==> src/rtl/fwd_hazard_unit.sv <==
// -----------------------------------------------------------------------------
// fwd_hazard_unit
// Forwarding and load-use hazard controller at the decode/execute boundary.
// Tracks the destinations of the two instructions ahead of decode (EX, MEM)
// and steers both ALU operand bypass muxes. Raises a one-cycle stall when a
// decoded instruction reads the result of a load that is still in EX.
//
// Optional feature macro: FWD_ZERO_REG_EN
//   defined   -> r0 is hardwired zero; producers with rd=0 never match.
//   undefined -> r0 is an ordinary register.
//
// Ports:
//   i_clk        pipeline clock, rising edge
//   i_rst_n      asynchronous active-low reset
//   i_id_valid   decode stage holds a real instruction
//   i_id_ra/rb   source register addresses
//   i_id_use_ra/rb  instruction reads the corresponding source
//   i_id_rd      destination register
//   i_id_we      instruction writes i_id_rd
//   i_id_load    instruction is a memory load
//   i_flush      kill the decode instruction (branch taken)
//   o_fwd_a/b    forward enable for operand A/B mux
//   o_sel_a/b    bypass source: 01 EX/MEM, 10 MEM/WB, 00 none
//   o_stall      hold PC and IF/ID, inject bubble into EX
// -----------------------------------------------------------------------------
module fwd_hazard_unit #(
  parameter int AW = 4
) (
  input  logic          i_clk,
  input  logic          i_rst_n,
  input  logic          i_id_valid,
  input  logic [AW-1:0] i_id_ra,
  input  logic [AW-1:0] i_id_rb,
  input  logic          i_id_use_ra,
  input  logic          i_id_use_rb,
  input  logic [AW-1:0] i_id_rd,
  input  logic          i_id_we,
  input  logic          i_id_load,
  input  logic          i_flush,
  output logic          o_fwd_a,
  output logic          o_fwd_b,
  output logic [1:0]    o_sel_a,
  output logic [1:0]    o_sel_b,
  output logic          o_stall
);

  localparam logic [1:0] SEL_NONE = 2'b00;
  localparam logic [1:0] SEL_EX   = 2'b01;
  localparam logic [1:0] SEL_MEM  = 2'b10;

  // Tracker entries: control bits carry reset, rd is plain data.
  logic          r_ex_v,  r_ex_we,  r_ex_ld;
  logic [AW-1:0] r_ex_rd;
  logic          r_mem_v, r_mem_we, r_mem_ld;
  logic [AW-1:0] r_mem_rd;

  logic w_a_ex, w_a_mem, w_b_ex, w_b_mem;
  logic w_a_lu, w_b_lu;

  // Producer/consumer match for one operand against one tracker entry.
  function automatic logic f_match(input logic          v,
                                   input logic          we,
                                   input logic [AW-1:0] rd,
                                   input logic [AW-1:0] src);
`ifdef FWD_ZERO_REG_EN
    f_match = v & we & (rd == src) & (rd != '0);
`else
    f_match = v & we & (rd == src);
`endif
  endfunction

  // ---- decode stage: combinational hazard resolution ----
  always_comb begin
    w_a_ex  = i_id_valid & i_id_use_ra & f_match(r_ex_v,  r_ex_we,  r_ex_rd,  i_id_ra);
    w_a_mem = i_id_valid & i_id_use_ra & f_match(r_mem_v, r_mem_we, r_mem_rd, i_id_ra);
    w_b_ex  = i_id_valid & i_id_use_rb & f_match(r_ex_v,  r_ex_we,  r_ex_rd,  i_id_rb);
    w_b_mem = i_id_valid & i_id_use_rb & f_match(r_mem_v, r_mem_we, r_mem_rd, i_id_rb);

    // Load in EX: data not yet available; the MEM entry is deliberately not
    // consulted for that operand since it holds an older value.
    w_a_lu  = w_a_ex & r_ex_ld;
    w_b_lu  = w_b_ex & r_ex_ld;

    o_fwd_a = 1'b0;
    o_sel_a = SEL_NONE;
    o_fwd_b = 1'b0;
    o_sel_b = SEL_NONE;
    o_stall = 1'b0;

    // A flushed decode instruction is discarded: no stall, no forwarding.
    if (!i_flush) begin
      o_stall = w_a_lu | w_b_lu;

      if (w_a_ex) begin
        if (!r_ex_ld) begin
          o_fwd_a = 1'b1;
          o_sel_a = SEL_EX;
        end
      end else if (w_a_mem) begin
        o_fwd_a = 1'b1;
        o_sel_a = SEL_MEM;
      end

      if (w_b_ex) begin
        if (!r_ex_ld) begin
          o_fwd_b = 1'b1;
          o_sel_b = SEL_EX;
        end
      end else if (w_b_mem) begin
        o_fwd_b = 1'b1;
        o_sel_b = SEL_MEM;
      end
    end
  end

  // ---- decode -> EX -> MEM tracker advance ----
  always_ff @(posedge i_clk or negedge i_rst_n) begin
    if (!i_rst_n) begin
      r_ex_v   <= 1'b0;
      r_ex_we  <= 1'b0;
      r_ex_ld  <= 1'b0;
      r_mem_v  <= 1'b0;
      r_mem_we <= 1'b0;
      r_mem_ld <= 1'b0;
    end else begin
      // Stall and flush both turn the EX entry into a bubble.
      r_ex_v   <= i_id_valid & ~i_flush & ~o_stall;
      r_ex_we  <= i_id_we;
      r_ex_ld  <= i_id_load;
      r_mem_v  <= r_ex_v;
      r_mem_we <= r_ex_we;
      r_mem_ld <= r_ex_ld;
    end
  end

  always_ff @(posedge i_clk) begin
    r_ex_rd  <= i_id_rd;
    r_mem_rd <= r_ex_rd;
  end

endmodule

==> config.mk <==
export PLATFORM = sky130hd
export DESIGN_NAME = fwd_hazard_unit
export DESIGN_NICKNAME = d
export VERILOG_FILES = /design/src/rtl/fwd_hazard_unit.sv
export SDC_FILE = /design/constraint.sdc
export NUM_CORES = 1
export LEC_CHECK = 0
export ABC_AREA = 0
export CAP_MARGIN = 20
export CORE_MARGIN = 5
export CORE_UTILIZATION = 35
export DETAILED_ROUTE_END_ITERATION = 16
export PLACE_DENSITY_LB_ADDON = 0.1
export SLEW_MARGIN = 20
export SYNTH_ARGS = -nofsm -noshare
export SYNTH_HDL_FRONTEND = slang
export SYNTH_SLANG_ARGS = --single-unit
==> constraint.sdc <==
create_clock -name i_clk -period 1.47 [get_ports i_clk]
set_input_delay 0.147 -clock i_clk [delete_from_list [all_inputs] [get_ports i_clk]]
set_output_delay 0.147 -clock i_clk [all_outputs]
set_load 0.03 [all_outputs]
Yosys cells after proc, flatten, opt, wreduce, memory -nomap -nowiden
Cells that the tools add are included.
{"block": "totals", "reg_bits": 13, "in_bits": 20, "output_inout_bits": 7, "word_cells": 45}
{"block": "op_classes", "n_eq_ne": 4, "n_mux": 15, "n_bitwise": 19}
{"operator": "AND 1 bit", "count": 16}
{"operator": "equality test 4 bit", "count": 4}
{"operator": "2-to-1 mux 2 bit", "count": 6}
{"operator": "2-to-1 mux 1 bit", "count": 9}
{"operator": "NOT 1 bit", "count": 2}
{"operator": "OR 1 bit", "count": 1}

Depth between registers and ports, before layout
{"block": "logic_depth", "depth_word": 8, "depth_mapped": 4, "ltp_nobuf": 4}

Least setup slack after synthesis
OpenSTA, ideal clock, no wires.
{"block": "synth_timing", "path_type": "reg2out", "from": "register r_ex_rd[3]", "to": "output o_sel_a[0]", "t_arrival_ps": 1890, "required_time_ps": 1323, "slack_ps": -567, "path_stages_with_launch": 5, "n_path_buf": 0, "cell_sequence": "dfxtp_1 xor2_1 or4_4 or2_4 nor3_1"}
{"block": "synth_via", "elab_chain_len": 5}
{"item": "start: declaration", "line": "53", "rtl": "logic [AW-1:0] r_ex_rd;"}
{"item": "start signal: assignment", "line": "137", "rtl": "r_ex_rd <= i_id_rd;"}
{"item": "equality test 4 bit", "line": "68", "rtl": "f_match = v & we & (rd == src);"}
{"item": "AND 1 bit", "line": "68"}
{"item": "AND 1 bit", "line": "74", "rtl": "w_a_ex = i_id_valid & i_id_use_ra & f_match(r_ex_v, r_ex_we, r_ex_rd, i_id_ra);"}
{"item": "2-to-1 mux 2 bit", "line": "94", "rtl": "if (w_a_ex) begin"}
{"item": "2-to-1 mux 2 bit", "line": "91", "rtl": "if (!i_flush) begin"}
{"item": "end: declaration", "line": "42", "rtl": "output logic [1:0] o_sel_a,"}
No other way between the ends.

Worst setup path in the final report
{"block": "layout_timing", "from": "register r_ex_rd[3]", "to": "output o_fwd_a"}
{"block": "layout_via", "elab_chain_len": 5}
{"item": "equality test 4 bit", "line": "68"}
{"item": "AND 1 bit", "line": "68"}
{"item": "AND 1 bit", "line": "74"}
{"item": "2-to-1 mux 1 bit", "line": "94"}
{"item": "2-to-1 mux 1 bit", "line": "91"}
{"item": "end: declaration", "line": "40", "rtl": "output logic o_fwd_a,"}
No other way between the ends.

==> results.yml <==
layout:
  nets: 121
  utilization_pct: 69.3
  drive_above_1_share_pct: 41.0
  antenna_cells: 0
  fin_area_um2: 1080
  area_delta_synth_final_pct: 82.3
global_route:
  antenna_found_initial: 0
  grt_max_degree: 8
  grt.total_usage_pct: 11.9
  grt_pass1_wl_um: 2310
  grt_pass1_vias: 555
  grt_remaining_overflow: 0
timing:
  slew_headroom_pct: 73.4
  skew_ns: 0.00439
  grt_setup_unrepaired: "yes"
  drv_slew: 0
  worst_slack_ns: -0.577
  fin_crit_sh_pct: 139
  fin_setup_tns_ns: -3.33
  min_period_ns: 2.05
  hold_viol_final: 0
  setup_viol: 7
  fmax_mhz: 488
  tightest_slew_ns: 0.399
clock_network:
  cts_tree: "done"
  htree_levels: 1
  clock-sinks: 13
  cts_hold_buf: 0
  cts_root_buffer: "clkbuf_4"
  clk_pin_slew_ns: 0.07
  clkLatencyLatePin_ns: 0.27
  cts_buffers: 3
  cts_buffer_depth: 2
run_status:
  violations: "negative setup slack"
  outcome: "finished, violations left"
setup_path:
  crit_arrival_ns: 1.90
  crit_buf_inv: 1
  path_cells: "xor2_1 -> or4_4 -> or2_4 -> o31ai_4 -> buf_6"
  worstPathMaxFanout: 3
  endpoint_kind: "output pin"
  r2r_setup_slack_ns: 0.12
  critPathLaunchType: "flip-flop"
  worst_ep_required_time_ns: 1.32
  slowest_delay_ns: 0.53
  critPathTopFamily: "simple AND/OR/NAND/NOR gates"
  path_class: "reg -> out"
  cpMaxStageDelayCell: "or4_4"
floorplan:
  die_y_um: 51.2
  initial_core_util_pct: 38.0
  die_w_um: 51.2
  ios: 27
  row_count: 14
  die_area_um2: 2620
  core-area_um2: 1560
detailed_routing:
  wirelength_um: 1340
  vias: 535
  vias_per_cell: 4.61
  drt_iter0_drc: 3
  drc: 0
  first_pass_iters: 2
  wl_per_cell_um: 11.5
  antenna_left: 0
synthesis:
  synth_cells: 55
  synthXorXnorAreaFrac_pct: 23.6
  synth_commonest_cells: "xor2_1, dfxtp_1, dfrtp_1"
  synth.area.top_cells: "dfxtp_1, dfrtp_1, xor2_1"
  synth_nets: 75
  synth_seq_area_share_pct: 48.1
  ys_ff_latch: 13
  synthAdderAreaFrac_pct: 0
  synth_top_area_cell: "dfxtp_1"
  post-synth-top-count-cell: "xor2_1"
  netlist.area_leader.share_pct: 27.0
  synth_ff_type: "dfxtp_1"
  synth_enable_flop_cells: 0
  async_flop_share_pct: 38.5
  yosys_warnings: 0
  yosys.area_share.simple_pct: 17.1
  synth-compound-area-share_pct: 9.92
  synth_mux_area_share_pct: 0
  synth_top_family_by_area: "XOR/XNOR gates"
  syn_area_um2: 593
  yosysUniqueCellTypes: 23
  synth_area_per_cell_um2: 10.8
power_and_ir_drop:
  cellLeakagePower_nw: 0.466
  ir_drop_mv: 0.554
  power_density_nw_per_um2: 692
placed_design:
  dpl_cell_area_um2: 1010
  place_ws_ns: -0.630
  post-dp-hpwl_um: 1110
  gp_congestion: 0.788
  io_buffer_count: 26
flow_run:
  cap_violations: 0
hold_path:
  hold_path.class: "in -> async"
## flip-flops by register name, indices dropped and copies added (netlist names)
| name | cells |
|---|---|
| r_ex_rd | 4 |
| r_ex_we | 1 |
| r_mem_v | 1 |
| r_mem_rd | 4 |
| r_ex_ld | 1 |
| r_ex_v | 1 |
| r_mem_we | 1 |
## placed cells by master, fill, tap and decap left out
cell              n
a311o_1           1
dfrtp_1           5
or4_4             1
nor2_1            2
buf_4            16
a21oi_4           1
nor3_4            1
dfxtp_1           5
inv_2             2
a41o_1            1
nor2_2            1
nand2b_1          1
nor3_2            1
nand2_1           2
a21oi_1           1
or4_1             1
nand4b_1          1
and2_4            1
clkbuf_4          3
xor2_1           12
o2111ai_1         1
buf_6             6
dfxtp_2           3
nor4_1            1
xnor2_1           4
or2_4             1
o31ai_4           2
dlygate4sd2_1     4
nand3_2           2
or2b_1            1
clkbuf_1          1
clkdlybuf4s50_1  15
## worst paths after layout
path	to	cells past startpoint	from
max reg2reg	r_ex_v	4	r_ex_rd[3]
max in group asynchronous	r_mem_v	1	i_rst_n
min	r_ex_v	1	i_rst_n
max	o_fwd_a	5	r_ex_rd[3]
min reg2reg	r_mem_rd[1]	0	r_ex_rd[1]
min in group i_clk	r_ex_rd[3]	1	i_id_rd[3]
## per-stage QoR
stage	hold slack, ns	instances	power (mW)
6_report	0.0837	116	0.748
5_1_grt	0.0909	116	0.797
4_1_cts	0.0761	115	0.760
3_5_place_dp	0.366	110	0.539
3_3_place_gp	0.364	110	0.539
2_1_floorplan	-0.149	55	0.441
## report_power, final
| group | leakage, nW | internal, mW | switching [mW] |
|---|---|---|---|
| sequential | 0.128 | 0.374 | 0.0169 |
| clock | 0.0150 | 0.105 | 0.107 |
| combinational | 0.323 | 0.0911 | 0.0534 |
| total | 0.466 | 0.570 | 0.178 |
## what timing repair did
item	in CTS	in global routing
setup endpoints to repair	7	7
pin swaps	5	1
buffers inserted	1	1
gates resized for setup	13	1
## metal layers
layer	routed length, um	track usage [%]
met1	581	15.7
met2	578	17.0
met3	143	2.33
met4	32	9.42
met5	0	0
## cell families (layout without fill, tap and decap cells)
group / Yosys count / after routing
and+or+nand+nor: 17 / 17
DFF: 13 / 13
AOI/OAI and AO/OA: 7 / 7
xor gates and xnor gates: 16 / 16
buffers and inverters: 2 / 47
## cell type report
cell class | instances | area [um2]
tap | 16 | 20.0
clock buffer | 4 | 26.3
multi-input combinational | 40 | 365
timing repair buffer | 41 | 373
fill | 135 | 478
inverter | 2 | 7.51
sequential | 13 | 289
## worst register-to-register path, delay by kind of cell (launching register included)
| family | cells | cell delay (ns) |
|---|---|---|
| XOR/XNOR | 1 | 0.15 |
| AO/OA/AOI/OAI | 1 | 0.08 |
| AND/OR/NAND/NOR | 2 | 0.66 |
| flip-flops | 1 | 0.33 |
No activity file was read; power rests on OpenSTA's default activity.
==> edit 1: new RTL, same flow settings <==
The option `FWD_ZERO_REG_EN` is turned on by a define.
--- a/src/rtl/fwd_hazard_unit.sv
+++ b/src/rtl/fwd_hazard_unit.sv
@@ -25,2 +25,4 @@
 // -----------------------------------------------------------------------------
+`define FWD_ZERO_REG_EN
+
 module fwd_hazard_unit #(
Check against the original RTL: not equivalent (a bounded check fails within 4 cycles, from zero or initial values and one cycle with i_rst_n low).
==> edit 1 against the unedited design <==
- the run still ends with negative setup slack left
- register-to-register slack worse by 0.11 ns
- clock power down 5%
- setup slack gained 0.13 ns
- power up 10%
- synthesized area up 8.9%
- sequential power barely moved
- sequential cell count stayed put
- design area is 25% higher
- wire length rose by 49%
- first-iteration DRC count shrank 100%
- worst hold slack better by 0.012 ns
- non-clock buffer count up 12
- critical endpoint unchanged
- largest cell class is now multi-input combinational cells
==> edit 1: results (changes against the unedited design) <==
| Metric | Value |
|---|---|
| Peak supply drop | `0.6370 mV (+15%)` |
| Top post-synthesis cells by count | `xor2_1, dfxtp_1, xnor2_1` |
| Vias in the first global route | `782 (+41%)` |
| Setup_tns | `-2.417 ns (+0.9106 ns)` |
| Synth area leaders | `dfxtp_1, dfrtp_1, xor2_1, xnor2_1, nor4_1` |
| Slowest cell delay on critical path | `0.34 ns (-0.19 ns)` |
| Crit-path max FO | `2 (-1)` |
| Syn_nets | `83 (+11%)` |
| Synth unique cells | `20 (-13%)` |
| Final worst slack | `-0.4491 ns (+0.1284 ns)` |
| GRT Overall Usage | `17.02% (+5.1 points)` |
| Nets | `141 (+17%)` |
| RD Place Congestion | `0.8865 (+13%)` |
| Status | `finished, violations left` |
| Flop2flop setup slack | `0.01 ns (-0.11 ns)` |
| Final wirelength | `1.989 mm (+49%)` |
| Post-DP HPWL | `1.617 mm (+46%)` |
| Slowest cell on the critical path | `dfxtp_2` |
| # setup viols final | `7 (unchanged)` |
| Share of cells above drive strength 1 | `55.83% (+15 points)` |
| Worst rel slew slack | `67.01% (-6.4 points)` |
| Seq/Total Area, Yosys | `44.19% (-3.9 points)` |
| Via count | `675 (+26%)` |
| Leak | `0.0005507 uW (+18%)` |
| Failing checks | `negative setup slack` |
| Dpl cell area | `1171 sq um (+16%)` |
| WHS | `0.09566 ns (+0.01194 ns)` |
| Synth async-reset ratio | `38.46% (unchanged)` |
==> edit 1: changes by cell type after synthesis, moves of 2 or more <==
cell / unedited run / this run
nand2_1: 2 / 5
xnor2_1: 4 / 7
xor2_1: 12 / 9
nor4_1: 1 / 4
nor3_1: 2 / 4
nand4_1: 0 / 3
==> edit 1: layer usage <==
metal	global-route usage (%)	wire length, microns
met1	18.40	727
met2	33.06	1144
met3	0.8451	61
met4	8.085	55
met5	0	0
==> edit 1: what timing repair did <==
item / 4_1_cts / 5_1_grt
pin swaps: 12 / 5
hold buffers: 0 / 0
buffers inserted: 2 / 2
gates resized for setup: 32 / 2
setup endpoints to repair: 8 / 8
==> edit 1: metrics by stage <==
stage | utilization (%) | power [uW] | std cells | setup WS, ns
global placement | 67.10 | 585.9 | 138 | -0.7182
CTS | 76.27 | 824.5 | 143 | -0.4790
global route | 77.71 | 866.2 | 145 | -0.5563
finish | 77.71 | 824.2 | 145 | -0.4491
floorplan | - | 462.7 | 63 | -0.1023
detailed placement | 67.10 | 590.4 | 138 | -0.7289
==> edit 1: area by class of cell <==
cell class | count | area, sq um
Fill cell | 115 | 389.1
Tap cell | 25 | 31.28
Inverter | 2 | 7.507
Clock buffer | 4 | 26.28
Sequential cell | 13 | 295.3
Multi-Input combinational cell | 48 | 516.7
Timing Repair Buffer | 53 | 479.2
==> edit 1: logic make-up after synthesis <==
family	share of synthesized area (%)
simple gates	26.16
xor+xnor	21.71
flops	44.19
compound gates	6.783
buf+inv	1.163
==> edit 1: worst max-delay path by stage <==
stage,start,end,slack (ns),cells after the start
2_1_floorplan,r_mem_rd[0],o_fwd_b,-0.10,4
3_3_place_gp,i_id_ra[0],o_sel_a[1],-0.72,7
3_5_place_dp,i_id_ra[0],o_sel_a[1],-0.73,7
4_1_cts,r_mem_we,o_fwd_b,-0.48,6
5_1_grt,r_ex_rd[1],o_fwd_b,-0.56,6
6_report,r_ex_rd[1],o_fwd_a,-0.45,7
==> edit 1: power breakdown <==
part           internal (uW)  switching [uW]  total [uW]
clock                    105            98.4         203
sequential               375            16.1         392
combinational            132            97.6         229
==> edit 2: new RTL, same settings <==
Without the edit above. Make the reset (`i_rst_n`) synchronous in one clocked block. Comments in the files are not updated.
--- a/src/rtl/fwd_hazard_unit.sv
+++ b/src/rtl/fwd_hazard_unit.sv
@@ -116,3 +116,3 @@
   // ---- decode -> EX -> MEM tracker advance ----
-  always_ff @(posedge i_clk or negedge i_rst_n) begin
+  always_ff @(posedge i_clk) begin
     if (!i_rst_n) begin
Formal check against the unedited RTL: differs if i_rst_n is asserted again (counterexample within 4 cycles, from zero or initial values and one cycle with i_rst_n low); with i_rst_n held inactive, the same outputs for 10 cycles.
==> edit 2 against the unedited design <==
- the flow still finishes with violations (negative setup slack)
- critical endpoint is now o_fwd_b
- design area down 1.9%
- synthesized area down 1.7%
- wire length up 7.0%
- maximum frequency up 14%
- sequential cell count unchanged
- setup slack better by 0.25 ns
- count of clock-buffer cells in the layout unchanged
- clock power up 5%
- power up 0.26%
==> edit 2: results (changes against the unedited design) <==
| Metric | Value |
|---|---|
| Status | `finished, violations left` |
| Failing checks | `negative setup slack` |
| FILL cells | `130 (-3.7%)` |
| Dpl cell area | `928.4 sq um (-7.8%)` |
| Top post-synthesis cells by count | `dfxtp_1, xnor2_1, xor2_1` |
| Pre-CTS WS | `-0.4926 ns (+0.1378 ns)` |
| Synth area leaders | `dfxtp_1, xnor2_1, xor2_1, and2_1, or2_2` |
| Worst Hold Class | `in2reg` |
| Slew @ Worst Pin | `0.3112 ns (-0.08823 ns)` |
| Reg2reg path depth | `5 (+1)` |
| Crit-path max FO | `2 (-1)` |
| Nets | `118 (-2.5%)` |
| First-pass GRT wire length | `2.270 mm (-1.8%)` |
| Final worst slack | `-0.3269 ns (+0.2505 ns)` |
| # setup viols final | `7 (unchanged)` |
| Peak supply drop | `0.6317 mV (+14%)` |
| Wirelength per Cell | `12.64 microns (+9.8%)` |
| Footprint of the multi-input gates | `416.7 sq um (+14%)` |
| DR iter-0 viols | `1 (-2)` |
| Via density | `4.823 (+4.6%)` |
| GRT Overall Usage | `12.01% (+0.063 points)` |
| WHS | `0.2958 ns (+0.2120 ns)` |
| Syn_nets | `78 (+4.0%)` |
| Seq/Total Area, Yosys | `44.64% (-3.5 points)` |
| Flop2flop setup slack | `0.22 ns (+0.10 ns)` |
| Setup_tns | `-1.614 ns (+1.713 ns)` |
| Reg2reg end | `r_ex_v` |
| Post-DP HPWL | `1.160 mm (+4.7%)` |
## edit 2: worst max-delay path: cells and delay by family (launching register included)
kind,cells,cell delay (ns)
and+or+nand+nor,2,0.66
DFF,1,0.33
xor gates and xnor gates,1,0.14
AOI/OAI and AO/OA,1,0.13
buffers and inverters,1,0.12
## edit 2: what timing repair did
action	4_1_cts	5_1_grt
cloned	0	0
resized for setup	28	8
endpoints found under the setup margin	7	7
setup buffers	1	0
pin swaps	12	1
## edit 2: per-layer routing
layer | vias up | share of wire (%) | track usage [%] | wire length [microns]
li1 | 278 | - | - | -
met1 | 243 | 45 | 14.56 | 639
met2 | 20 | 45 | 17.36 | 638
met3 | 4 | 7.8 | 4.070 | 111
met4 | 0 | 2.8 | 8.936 | 40
met5 | - | 0 | 0 | 0
## edit 2: cell families (layout without fill, tap and decap cells)
| group | after synthesis | after routing | synth area share, % |
|---|---|---|---|
| and+or+nand+nor | 24 | 24 | 25.97 |
| xor gates and xnor gates | 16 | 16 | 24.03 |
| AOI/OAI and AO/OA | 4 | 4 | 4.722 |
| buffers and inverters | 1 | 40 | 0.6432 |
| DFF | 13 | 13 | 44.64 |
## edit 2: area by class of cell
cell class | instances | share of cell area, %
clock buffers | 4 | 2.476
multi-input cells | 44 | 39.27
flip-flops and latches | 13 | 25.59
well taps | 16 | 1.887
repair buffers | 35 | 30.42
inverters | 1 | 0.3538
## edit 2: metrics by stage
| step | cells | power [uW] |
|---|---|---|
| after floorplan | 58 | 439.1 |
| after global placement | 108 | 526.3 |
| after detailed placement | 108 | 527.1 |
| after CTS | 113 | 756.1 |
| after global routing | 113 | 791.7 |
| final | 113 | 749.6 |
## edit 2: worst min path at each step
stage                           from     endpoint
final                     i_id_rd[0]   r_ex_rd[0]
after global placement    r_ex_rd[1]  r_mem_rd[1]
after global routing      i_id_rd[0]   r_ex_rd[0]
after detailed placement  r_ex_rd[1]  r_mem_rd[1]
after floorplan           i_id_rd[0]   r_ex_rd[0]
after CTS                    i_flush       r_ex_v
## edit 2: where the power goes
group,switching [uW],internal (uW)
logic,52.5,89.3
registers,14.6,371
clock network,117,105
total,184,565
